<file path="config.mk">
export PLATFORM = sky130hd
export DESIGN_NAME = pi_mem_bridge
export DESIGN_NICKNAME = d
export VERILOG_FILES = /design/src/rtl/pi_mem_bridge.sv
export SDC_FILE = /design/constraint.sdc
export NUM_CORES = 1
export LEC_CHECK = 0
export CAP_MARGIN = 20
export CORE_ASPECT_RATIO = 0.75
export CORE_MARGIN = 5
export CORE_UTILIZATION = 45
export CTS_CLUSTER_DIAMETER = 200
export DETAILED_ROUTE_END_ITERATION = 8
export PLACE_DENSITY_LB_ADDON = 0.25
export SLEW_MARGIN = 10
export SYNTH_ARGS = -nofsm -noshare
export SYNTH_HDL_FRONTEND = slang
export SYNTH_SLANG_ARGS = --single-unit
</file>
<file path="constraint.sdc">
create_clock -name clk -period 3.35 [get_ports clk]
set_input_delay 0.5025 -clock clk [delete_from_list [all_inputs] [get_ports clk]]
set_output_delay 0.5025 -clock clk [all_outputs]
set_load 0.01 [all_outputs]
</file>
<file path="src/rtl/pi_mem_bridge.sv">
// Bridges SPI-domain access strobes onto a req/ack memory port in the clk domain.
// Each access is bounded by a timeout; protocol faults are kept in sticky flags.
module pi_mem_bridge #(
  parameter int SYNC_STAGES = 2,
  parameter int TIMEOUT     = 12,
  parameter int AW          = 25
) (
  input  logic          clk,
  input  logic          rst,
  input  logic          pi_act,
  input  logic          pi_oe,
  input  logic          pi_we,
  input  logic [AW-1:0] pi_addr,
  input  logic [7:0]    pi_dato,
  output logic [7:0]    pi_dati,
  output logic          mem_req,
  output logic          mem_we,
  output logic [AW-1:0] mem_addr,
  output logic [7:0]    mem_wdata,
  input  logic          mem_ack,
  input  logic [7:0]    mem_rdata,
  output logic          busy,
  output logic          err,
  output logic          ovf,
  input  logic          flag_clr
);

  typedef enum logic [1:0] {IDLE, REQ, WAIT_LOW} state_t;

  localparam logic [7:0] TMO_LAST = 8'(TIMEOUT - 1);

  state_t               state_reg, state_next;
  logic [SYNC_STAGES-1:0] sync_reg;
  logic                 hist_reg;
  logic                 sync_out, act_rise;
  logic [7:0]           tmo_ctr_reg, tmo_ctr_next;
  logic                 mem_req_reg, mem_req_next;
  logic                 mem_we_reg, mem_we_next;
  logic [AW-1:0]        mem_addr_reg, mem_addr_next;
  logic [7:0]           mem_wdata_reg, mem_wdata_next;
  logic [7:0]           pi_dati_reg, pi_dati_next;
  logic                 err_reg, err_next;
  logic                 ovf_reg, ovf_next;

  assign sync_out = sync_reg[SYNC_STAGES-1];
  assign act_rise = sync_out & ~hist_reg;

  always_ff @(posedge clk) begin
    if (rst) begin
      sync_reg <= '0;
      hist_reg <= 1'b0;
    end else begin
      sync_reg <= {sync_reg[SYNC_STAGES-2:0], pi_act};
      hist_reg <= sync_out;
    end
  end

  always_ff @(posedge clk) begin
    if (rst) begin
      state_reg     <= IDLE;
      tmo_ctr_reg   <= '0;
      mem_req_reg   <= 1'b0;
      mem_we_reg    <= 1'b0;
      mem_addr_reg  <= '0;
      mem_wdata_reg <= '0;
      pi_dati_reg   <= 8'hFF;
      err_reg       <= 1'b0;
      ovf_reg       <= 1'b0;
    end else begin
      state_reg     <= state_next;
      tmo_ctr_reg   <= tmo_ctr_next;
      mem_req_reg   <= mem_req_next;
      mem_we_reg    <= mem_we_next;
      mem_addr_reg  <= mem_addr_next;
      mem_wdata_reg <= mem_wdata_next;
      pi_dati_reg   <= pi_dati_next;
      err_reg       <= err_next;
      ovf_reg       <= ovf_next;
    end
  end

  // Command lines are only looked at in the act_rise cycle; they are multicycle paths.
  always_comb begin
    state_next     = state_reg;
    tmo_ctr_next   = tmo_ctr_reg;
    mem_req_next   = mem_req_reg;
    mem_we_next    = mem_we_reg;
    mem_addr_next  = mem_addr_reg;
    mem_wdata_next = mem_wdata_reg;
    pi_dati_next   = pi_dati_reg;
    err_next       = err_reg;
    ovf_next       = ovf_reg;

    if (flag_clr) begin
      err_next = 1'b0;
      ovf_next = 1'b0;
    end

    case (state_reg)
      IDLE: begin
        if (act_rise) begin
          if (pi_oe ^ pi_we) begin
            mem_addr_next  = pi_addr;
            mem_wdata_next = pi_dato;
            mem_we_next    = pi_we;
            mem_req_next   = 1'b1;
            tmo_ctr_next   = '0;
            state_next     = REQ;
          end else begin
            state_next = WAIT_LOW;
          end
        end
      end
      REQ: begin
        tmo_ctr_next = tmo_ctr_reg + 8'd1;
        // An ack landing on the timeout cycle still completes the access.
        if (mem_ack) begin
          mem_req_next = 1'b0;
          if (!mem_we_reg) pi_dati_next = mem_rdata;
          state_next = WAIT_LOW;
        end else if (tmo_ctr_reg == TMO_LAST) begin
          mem_req_next = 1'b0;
          err_next     = 1'b1;
          if (!mem_we_reg) pi_dati_next = 8'hFF;
          state_next = WAIT_LOW;
        end
      end
      WAIT_LOW: begin
        if (!sync_out) state_next = IDLE;
      end
      default: state_next = IDLE;
    endcase

    if (act_rise && state_reg != IDLE) ovf_next = 1'b1;
  end

  assign pi_dati   = pi_dati_reg;
  assign mem_req   = mem_req_reg;
  assign mem_we    = mem_we_reg;
  assign mem_addr  = mem_addr_reg;
  assign mem_wdata = mem_wdata_reg;
  assign busy      = (state_reg != IDLE);
  assign err       = err_reg;
  assign ovf       = ovf_reg;

endmodule

</file>
Yosys cells after proc, flatten, opt, wreduce, memory -nomap -nowiden
Cells that the tools add are included.
{"block": "totals", "regBits": 58, "wordCells": 58, "mem_bits_ro": 0, "in_bits": 48, "latchBits": 0, "mem_count": 0, "mem_bits_rw": 0}
{"block": "classes", "n_bitwise": 4, "eq_ne": 7, "order_cmp": 0, "addsub": 1, "mul": 0, "reduce_logical": 11, "div": 0, "shift": 0, "mux": 24}
{"cell": "2-to-1 mux 8 bit", "count": 6}
{"cell": "case mux 8 bit (2 select lines)", "count": 1}
{"cell": "AND reduction 3 bit", "count": 4}
{"cell": "2-to-1 mux 1 bit", "count": 10}
{"cell": "2-to-1 mux 2 bit", "count": 5}
{"cell": "adder 8 x 1 -> 8 bit (second input constant)", "count": 1}
{"cell": "== test 8 x 4 -> 1 bit (second input constant)", "count": 1}
{"cell": "nonzero test 2 bit", "count": 4}
{"cell": "inequality test 2 bit (second input constant)", "count": 3}
{"cell": "case mux 2 bit (3 select lines)", "count": 1}
{"cell": "AND reduction 4 bit", "count": 1}
{"cell": "inequality test 3 bit (second input constant)", "count": 1}
{"cell": "== test 2 x 1 -> 1 bit (second input constant)", "count": 1}
{"cell": "== test 2 bit (second input constant)", "count": 1}
{"cell": "zero test 2 bit", "count": 1}
{"cell": "inverter 1 bit", "count": 2}
{"cell": "case mux 1 bit (2 select lines)", "count": 1}
{"cell": "AND 1 bit", "count": 1}
{"cell": "logical AND 1 bit", "count": 1}
{"cell": "bitwise XOR 1 bit", "count": 1}

Logic depth before layout (Yosys ltp)
Gate-level depths: netlist of the first run.
{"block": "depth", "ltp_word": 4, "depth_mapped": 6, "ltp_nobuf": 5}

Least setup slack after synthesis of the first run
Ideal clock, no wire load.
{"block": "synth_path", "path_type": "register to register", "from": "register tmo_ctr_reg[2]", "to": "register pi_dati_reg[0] (netlist: pi_dati[0])", "arrival_ns": 1.562, "setup_time_ns": 0.057, "slack_ns": 1.731, "path_buffers": 0, "stages_incl_launch_ff": 5, "cell_sequence": "dfxtp_1 -> or4_1 -> o31a_1 -> o31ai_4 -> o22a_2"}
{"block": "synth_between", "elab_chain_len": 3}
{"item": "from (decl)", "line_no": "36", "rtl": "logic [7:0] tmo_ctr_reg, tmo_ctr_next;"}
{"item": "from (signal assigned)", "line_no": "71", "rtl": "tmo_ctr_reg <= tmo_ctr_next;"}
{"item": "== test 8 x 4 -> 1 bit", "line_no": "121", "rtl": "end else if (tmo_ctr_reg == TMO_LAST) begin"}
{"item": "nonzero test 2 bit (no source line)"}
{"item": "AND reduction 3 bit (no source line)"}
{"item": "to (signal assigned)", "line_no": "76", "rtl": "pi_dati_reg <= pi_dati_next;"}
{"item": "to (decl)", "line_no": "41", "rtl": "logic [7:0] pi_dati_reg, pi_dati_next;"}
Every way passes these cells.
A chain may end at the register's enable or synchronous reset.

Worst setup path after layout of the first run
{"block": "layout_path", "from": "register state_reg[1]", "to": "output port busy"}
{"block": "layout_between", "elab_chain_len": 1}
{"item": "from (decl)", "line_no": "32", "rtl": "state_t state_reg, state_next;"}
{"item": "from (signal assigned)", "line_no": "70", "rtl": "state_reg <= state_next;"}
{"item": "nonzero test 2 bit", "line_no": "142", "rtl": "assign busy = (state_reg != IDLE);"}
{"item": "to (decl)", "line_no": "22", "rtl": "output logic busy,"}
Every way passes these cells.

==> qor.yml, run 1 <==
outcome:
  status: "complete, no violations"
power:
  p_leak_uw: 0.00117
  peakVddDrop_v: 0.000350
  cellPowerDensity_nw_per_um2: 463
sta:
  tns_ns: 0
  skew_ns: 0.00622
  worstMarginPinSlew_ns: 0.788
  fin_crit_sh: 0.605
  rsz0062_at_grt: "no"
  fin_crit_ns: 2.03
  slew_viol_final: 0
  fin_ws_ns: 1.32
  slew_headroom: 0.475
  setup_violations: 0
  hold_violations: 0
  max_freq_mhz: 494
min_path:
  hold_class: "flip-flop to flip-flop"
  min_to: "sync_reg[1]$_SDFF_PP0_"
  worstHoldStart: "sync_reg[0]$_SDFF_PP0_"
  hold_depth: 1
cells_and_area:
  area_growth_pct: 54.9
  antennaDiodeCount: 0
  seqCellArea_um2: 1160
  fillerInstances: 345
  final_layout_size_suffix_gt1_frac: 0.0831
  multi_input_area_um2: 906
  largest_register_ffs: 25
  nNetsFinal: 393
logic_synthesis:
  avgSynthCellArea_um2: 8.54
  synth.area.top_cells: "dfxtp_1 (54%), nand2_1 (13%), a21oi_1 (10%)"
  synth_top_area_cell: "dfxtp_1"
  ys_ff_latch: 58
  syn_inst: 251
  yosysSeqAreaShare: 0.542
  netlist_area_um2: 2140
  yosysTopAreaCellShare: 0.542
  yosysUniqueCellTypes: 29
  yosys_warnings: 0
  synth_fp_nets: 300
global_route:
  antenna_found_initial: 0
  grt_pass1_vias: 1893
  grt_first_pass_wirelength_um: 9350
  grt_max_degree: 47
  grt_overflow_total: 0
  grt_use_total: 0.195
worst_setup_path:
  critical_path.cell_chain: "or2_2 -> clkdlybuf4s50_1"
  crit_family: "buffers and inverters"
  startpoint_type: "flip-flop"
  crit_slowest_cell: "clkdlybuf4s50_1"
  max_stage_delay_ns: 0.49
  critPathBufInv: 1
  end_kind: "output pin"
  critical_path_arrival_ns: 1.52
  path_class: "flip-flop to output pin"
  reg2reg_from: "state_reg[0]$_SDFFE_PP0P_"
  rrSetupSlack_ns: 1.50
  path_max_fanout: 8
  worst_ep_required_time_ns: 2.85
  r2r_cells: 4
  worst_r2r_endpoint: "tmo_ctr_reg[7]$_SDFFE_PP0P_"
floorplan:
  rows: 21
  start_util: 0.472
  die_area_um2: 6260
  core_um2: 4550
  die_h_um: 69.8
  die_w_um: 89.7
  num_io_pins: 94
detailed_routing:
  wire_per_inst_um: 14.3
  drc: 0
  drt_iter0_drc: 97
  drt_first_pass_iters: 4
  vias: 2084
  drt-total-wl_um: 5820
  via_per_inst: 5.13
  antenna_left: 0
place:
  dpl_worst_slack_ns: 1.00
  place.gp.congestion: 0.826
  dp_hpwl_um: 4200
  portBuffers: 93
clock_network:
  cts_buffers: 9
  worstSkewPairLatency_ns: 0.33
  cts_setup_buffers: 0
  cts_max_level: 3
  cts.sinks: 58
  ctsLongestPathBuffers: 2
  post_cts_resized: 0
  root_buffer: "clkbuf_8"
  cts_tree: "yes"
  hold_buffers: 0
  clk_pin_slew_worst_paths_ns: 0.06
job:
  drv_cap: 0
## cells in the final DEF, fill, tap and decap left out, types with 2 or more instances in the layout
cell type and n:
o22a_2 8, clkbuf_1 2, clkbuf_8 9, a22oi_1 3
nand2_1 73, dfxtp_1 58, mux2_2 2, clkinv_2 2
inv_1 5, buf_4 3, nor2_1 9, a21oi_1 43
bufinv_16 2, o21ai_0 4, clkdlybuf4s50_1 93, o31ai_1 2
or3_1 4, nor2b_1 5, or4_1 4, nand3_1 4
## area by class of cell
class / instances / area share
Sequential cell: 58 / 0.350
Timing Repair Buffer: 96 / 0.287
Tap cell: 57 / 0.0215
Clock inverter: 5 / 0.0237
Inverter: 5 / 0.00565
Multi-Input combinational cell: 174 / 0.273
Clock buffer: 11 / 0.0396
## synth_stat cells (all sizes together)
library cell / count
nand2: 73
dfxtp: 58
a21oi: 43
clkbuf: 10
nor2: 9
o22a: 8
inv: 5
nor2b: 5
buf: 4
nand3: 4
o21ai: 4
or3: 4
or4: 4
a22oi: 3
o31ai: 3
mux2: 2
a32oi: 1
and2: 1
ha: 1
nand2b: 1
nand4: 1
nor3: 1
nor3b: 1
nor4b: 1
o211a: 1
o31a: 1
or2: 1
xor2: 1
## report_power, final
part           internal [uW]  total [uW]  switching (uW)  leakage (uW)
sequential               703         712            8.60      0.000469
combinational           82.4         136            54.0      0.000596
clock                    418         689             271      0.000107
total                   1200        1540             333       0.00117
## worst register-to-register path, delay by kind of cell (launching register included)
kind	cells	cell delay (ns)
flops	1	0.45
compound gates	2	0.40
simple gates	2	0.94
## stage by stage
step	std cells	instance area [um2]	util	hold slack, ns	total power, uW
floorplan	251	2140	-	0.414	774
global placement	390	3110	0.684	0.422	862
detailed placement	390	3110	0.684	0.424	864
CTS	406	3320	0.731	0.444	1550
global route	406	3320	0.731	0.464	1600
finish	406	3320	0.731	0.442	1540
## cell families after synthesis
family | Yosys count | synth area share
XOR/XNOR | 1 | 0.00409
buffers and inverters | 19 | 0.0356
flip-flops | 58 | 0.542
AO/OA/AOI/OAI | 64 | 0.187
multiplexers | 2 | 0.0105
adder cells (fa/ha/maj) | 1 | 0.00584
AND/OR/NAND/NOR | 106 | 0.215
## worst max-delay path by stage
stage / from / to / cells after the start
final: state_reg[1]$_SDFFE_PP0P_ / busy / 2
after global routing: pi_we / mem_addr[6]$_SDFFE_PP0P_ / 6
after CTS: state_reg[1]$_SDFFE_PP0P_ / busy / 2
after detailed placement: pi_we / tmo_ctr_reg[7]$_SDFFE_PP0P_ / 5
after global placement: pi_we / tmo_ctr_reg[7]$_SDFFE_PP0P_ / 5
after floorplan: tmo_ctr_reg[2]$_SDFFE_PP0P_ / pi_dati[0]$_SDFFE_PP1P_ / 4
## layer usage
| layer | vias up | track usage | wire length (um) |
|---|---|---|---|
| met3 | 7 | 0.0701 | 570 |
| li1 | 1039 | - | - |
| met1 | 963 | 0.261 | 2600 |
| met5 | - | 0 | 0 |
| met4 | 0 | 0.0777 | 76 |
| met2 | 75 | 0.283 | 2570 |
(Power assumes the default switching activity.)
==> run 2, diff against run 1 <==
--- a/config.mk
+++ b/config.mk
@@ -8,7 +8,7 @@
 export CAP_MARGIN = 20
 export CORE_ASPECT_RATIO = 0.75
 export CORE_MARGIN = 5
-export CORE_UTILIZATION = 45
+export CORE_UTILIZATION = 41
 export CTS_CLUSTER_DIAMETER = 200
 export DETAILED_ROUTE_END_ITERATION = 8
 export PLACE_DENSITY_LB_ADDON = 0.25
==> constraint.sdc (replaced) <==
create_clock -name clk -period 2 [get_ports clk]
set_input_delay 0.3 -clock clk [delete_from_list [all_inputs] [get_ports clk]]
set_output_delay 0.3 -clock clk [all_outputs]
set_load 0.01 [all_outputs]
==> run 2 against run 1 <==
Effect of this change: utilization shrank 5.1 points; global-route usage shrank 3.4 points; combinational power grew 75%; clock power grew 51%; via count shrank 3.0%; die area grew 8.5%; critical path depth is the same; sequential share of layout area shrank 0.65 points; clock-buffer cell count is the same; register-to-register slack lost 1.3 ns; final cell count grew 4.4%.
==> qor.yml, run 2 (synthesis gave the netlist of run 1 again) <==
outcome:
  status: "complete, no violations"
detailed_routing:
  antenna_left: 0
  drc: 0
  drt_first_pass_iters: 5
  drt_iter0_drc: 75
  via_per_inst: 4.77
  drt-total-wl_um: 5600
  wire_per_inst_um: 13.2
  vias: 2022
clock_network:
  cts_buffers: 9
  worstSkewPairLatency_ns: 0.32
  cts_setup_buffers: 0
  hold_buffers: 0
  cts_tree: "yes"
  cts_max_level: 3
  ctsLongestPathBuffers: 2
  clk_pin_slew_worst_paths_ns: 0.06
  cts.sinks: 58
  post_cts_resized: 0
  root_buffer: "clkbuf_8"
cells_and_area:
  layout_commonest_cell: "clkdlybuf4s50_1"
  largest_register_ffs: 25
  stdcell_count: 424
  layout_common_cells: "clkdlybuf4s50_1 (93), nand2_1 (73), dfxtp_1 (58), a21oi_1 (43), clkbuf_8 (11)"
  final_layout_size_suffix_gt1_frac: 0.0966
  nNetsFinal: 398
  antennaDiodeCount: 0
  area_growth_pct: 57.9
global_route:
  grt_max_degree: 37
  grt_first_pass_wirelength_um: 8550
  grt_use_total: 0.161
  grt_overflow_total: 0
  grt_pass1_vias: 1805
  antenna_found_initial: 0
sta:
  rsz0062_at_grt: "no"
  max_freq_mhz: 554
  slew_viol_final: 0
  slew_headroom: 0.716
  setup_violations: 0
  tns_ns: 0
  worstMarginPinSlew_ns: 0.426
  fin_crit_ns: 1.80
  skew_ns: 0.00324
  fin_crit_sh: 0.902
  hold_violations: 0
worst_setup_path:
  crit_family: "buffers and inverters"
  reg2reg_from: "tmo_ctr_reg[7]$_SDFFE_PP0P_"
  crit_start: "state_reg[1]$_SDFFE_PP0P_"
  max_stage_delay_ns: 0.48
  critical_path_arrival_ns: 1.50
  worst_ep_required_time_ns: 1.70
  end_kind: "output pin"
  crit_slowest_cell: "clkdlybuf4s50_1"
  critPathBufInv: 1
  path_max_fanout: 8
  path_class: "flip-flop to output pin"
  startpoint_type: "flip-flop"
  critical_path.cell_chain: "or2_2 -> clkdlybuf4s50_1"
floorplan:
  die_h_um: 72.6
  core_um2: 4980
  die_w_um: 93.5
  start_util: 0.430
  die_area_um2: 6790
  rows: 22
  num_io_pins: 94
power:
  cellPowerDensity_nw_per_um2: 729
  combinationalPowerShare: 0.096
  switching_power_uw: 518
  p_leak_uw: 0.00120
  p_clk_frac: 0.420
  seqPwrFrac: 0.483
  swShare: 0.210
  peakVddDrop_v: 0.000475
  p_int_uw: 1950
job:
  drv_cap: 0
place:
  portBuffers: 93
  place.gp.congestion: 0.820
  dp_hpwl_um: 4020
  dp.cells: 410
min_path:
  worstHoldStart: "sync_reg[0]$_SDFF_PP0_"
  hold_class: "flip-flop to flip-flop"
## run 2: cell count changes in the layout (fill, tap and decap cells not counted), sizes merged
cell / delta
buf: +5
clkinv: -1
bufinv: -1
## run 2: power groups by stage
stage                     clock (uW)  sequential (uW)  combinational (uW)
after floorplan                    0             1230                71.0
after global placement             0             1220                 237
after detailed placement           0             1220                 239
after CTS                       1070             1190                 241
after global routing            1130             1200                 256
final                           1040             1190                 238
## run 2: final cells by class
cell class / count / area, um2
clock buffer: 11 / 151
clock inverter: 3 / 40.0
fill: 439 / 1600
inverter: 5 / 18.8
multi-input combinational: 174 / 906
sequential: 58 / 1160
tap: 72 / 90.1
timing repair buffer: 101 / 1020
## run 2: path summary, 6_finish.rpt
| path | slack [ns] | cells past startpoint | end |
|---|---|---|---|
| min | 0.44 | 1 | sync_reg[1]$_SDFF_PP0_ |
| max reg2reg | 0.25 | 4 | pi_dati[2]$_SDFFE_PP1P_ |
| max | 0.20 | 2 | busy |
| min reg2reg | 0.44 | 1 | sync_reg[1]$_SDFF_PP0_ |
## run 2: per-layer routing
layer | track usage | wire, um | vias to the layer above
li1 | - | - | 1044
met1 | 0.212 | 2650 | 908
met2 | 0.240 | 2490 | 66
met3 | 0.0629 | 421 | 4
met4 | 0.0585 | 38 | 0
met5 | 0 | 0 | -
## run 2: per-stage QoR
stage                     setup WS (ns)   util  hold slack, ns  power (uW)  cell area, um2
after global routing              0.126  0.679           0.465        2580            3380
final                             0.195  0.679           0.444        2470            3380
after detailed placement        -0.0470  0.641           0.445        1460            3190
after CTS                         0.170  0.679           0.453        2500            3380
after floorplan                   0.381      -           0.414        1300            2140
after global placement          0.00588  0.641           0.423        1450            3190
## run 2: worst reg2reg max path: stages, from the launching register on
cell and delay (ns):
dfxtp_1 0.32, or4_1 0.55, o31a_1 0.29, o31ai_4 0.35, o22a_2 0.20
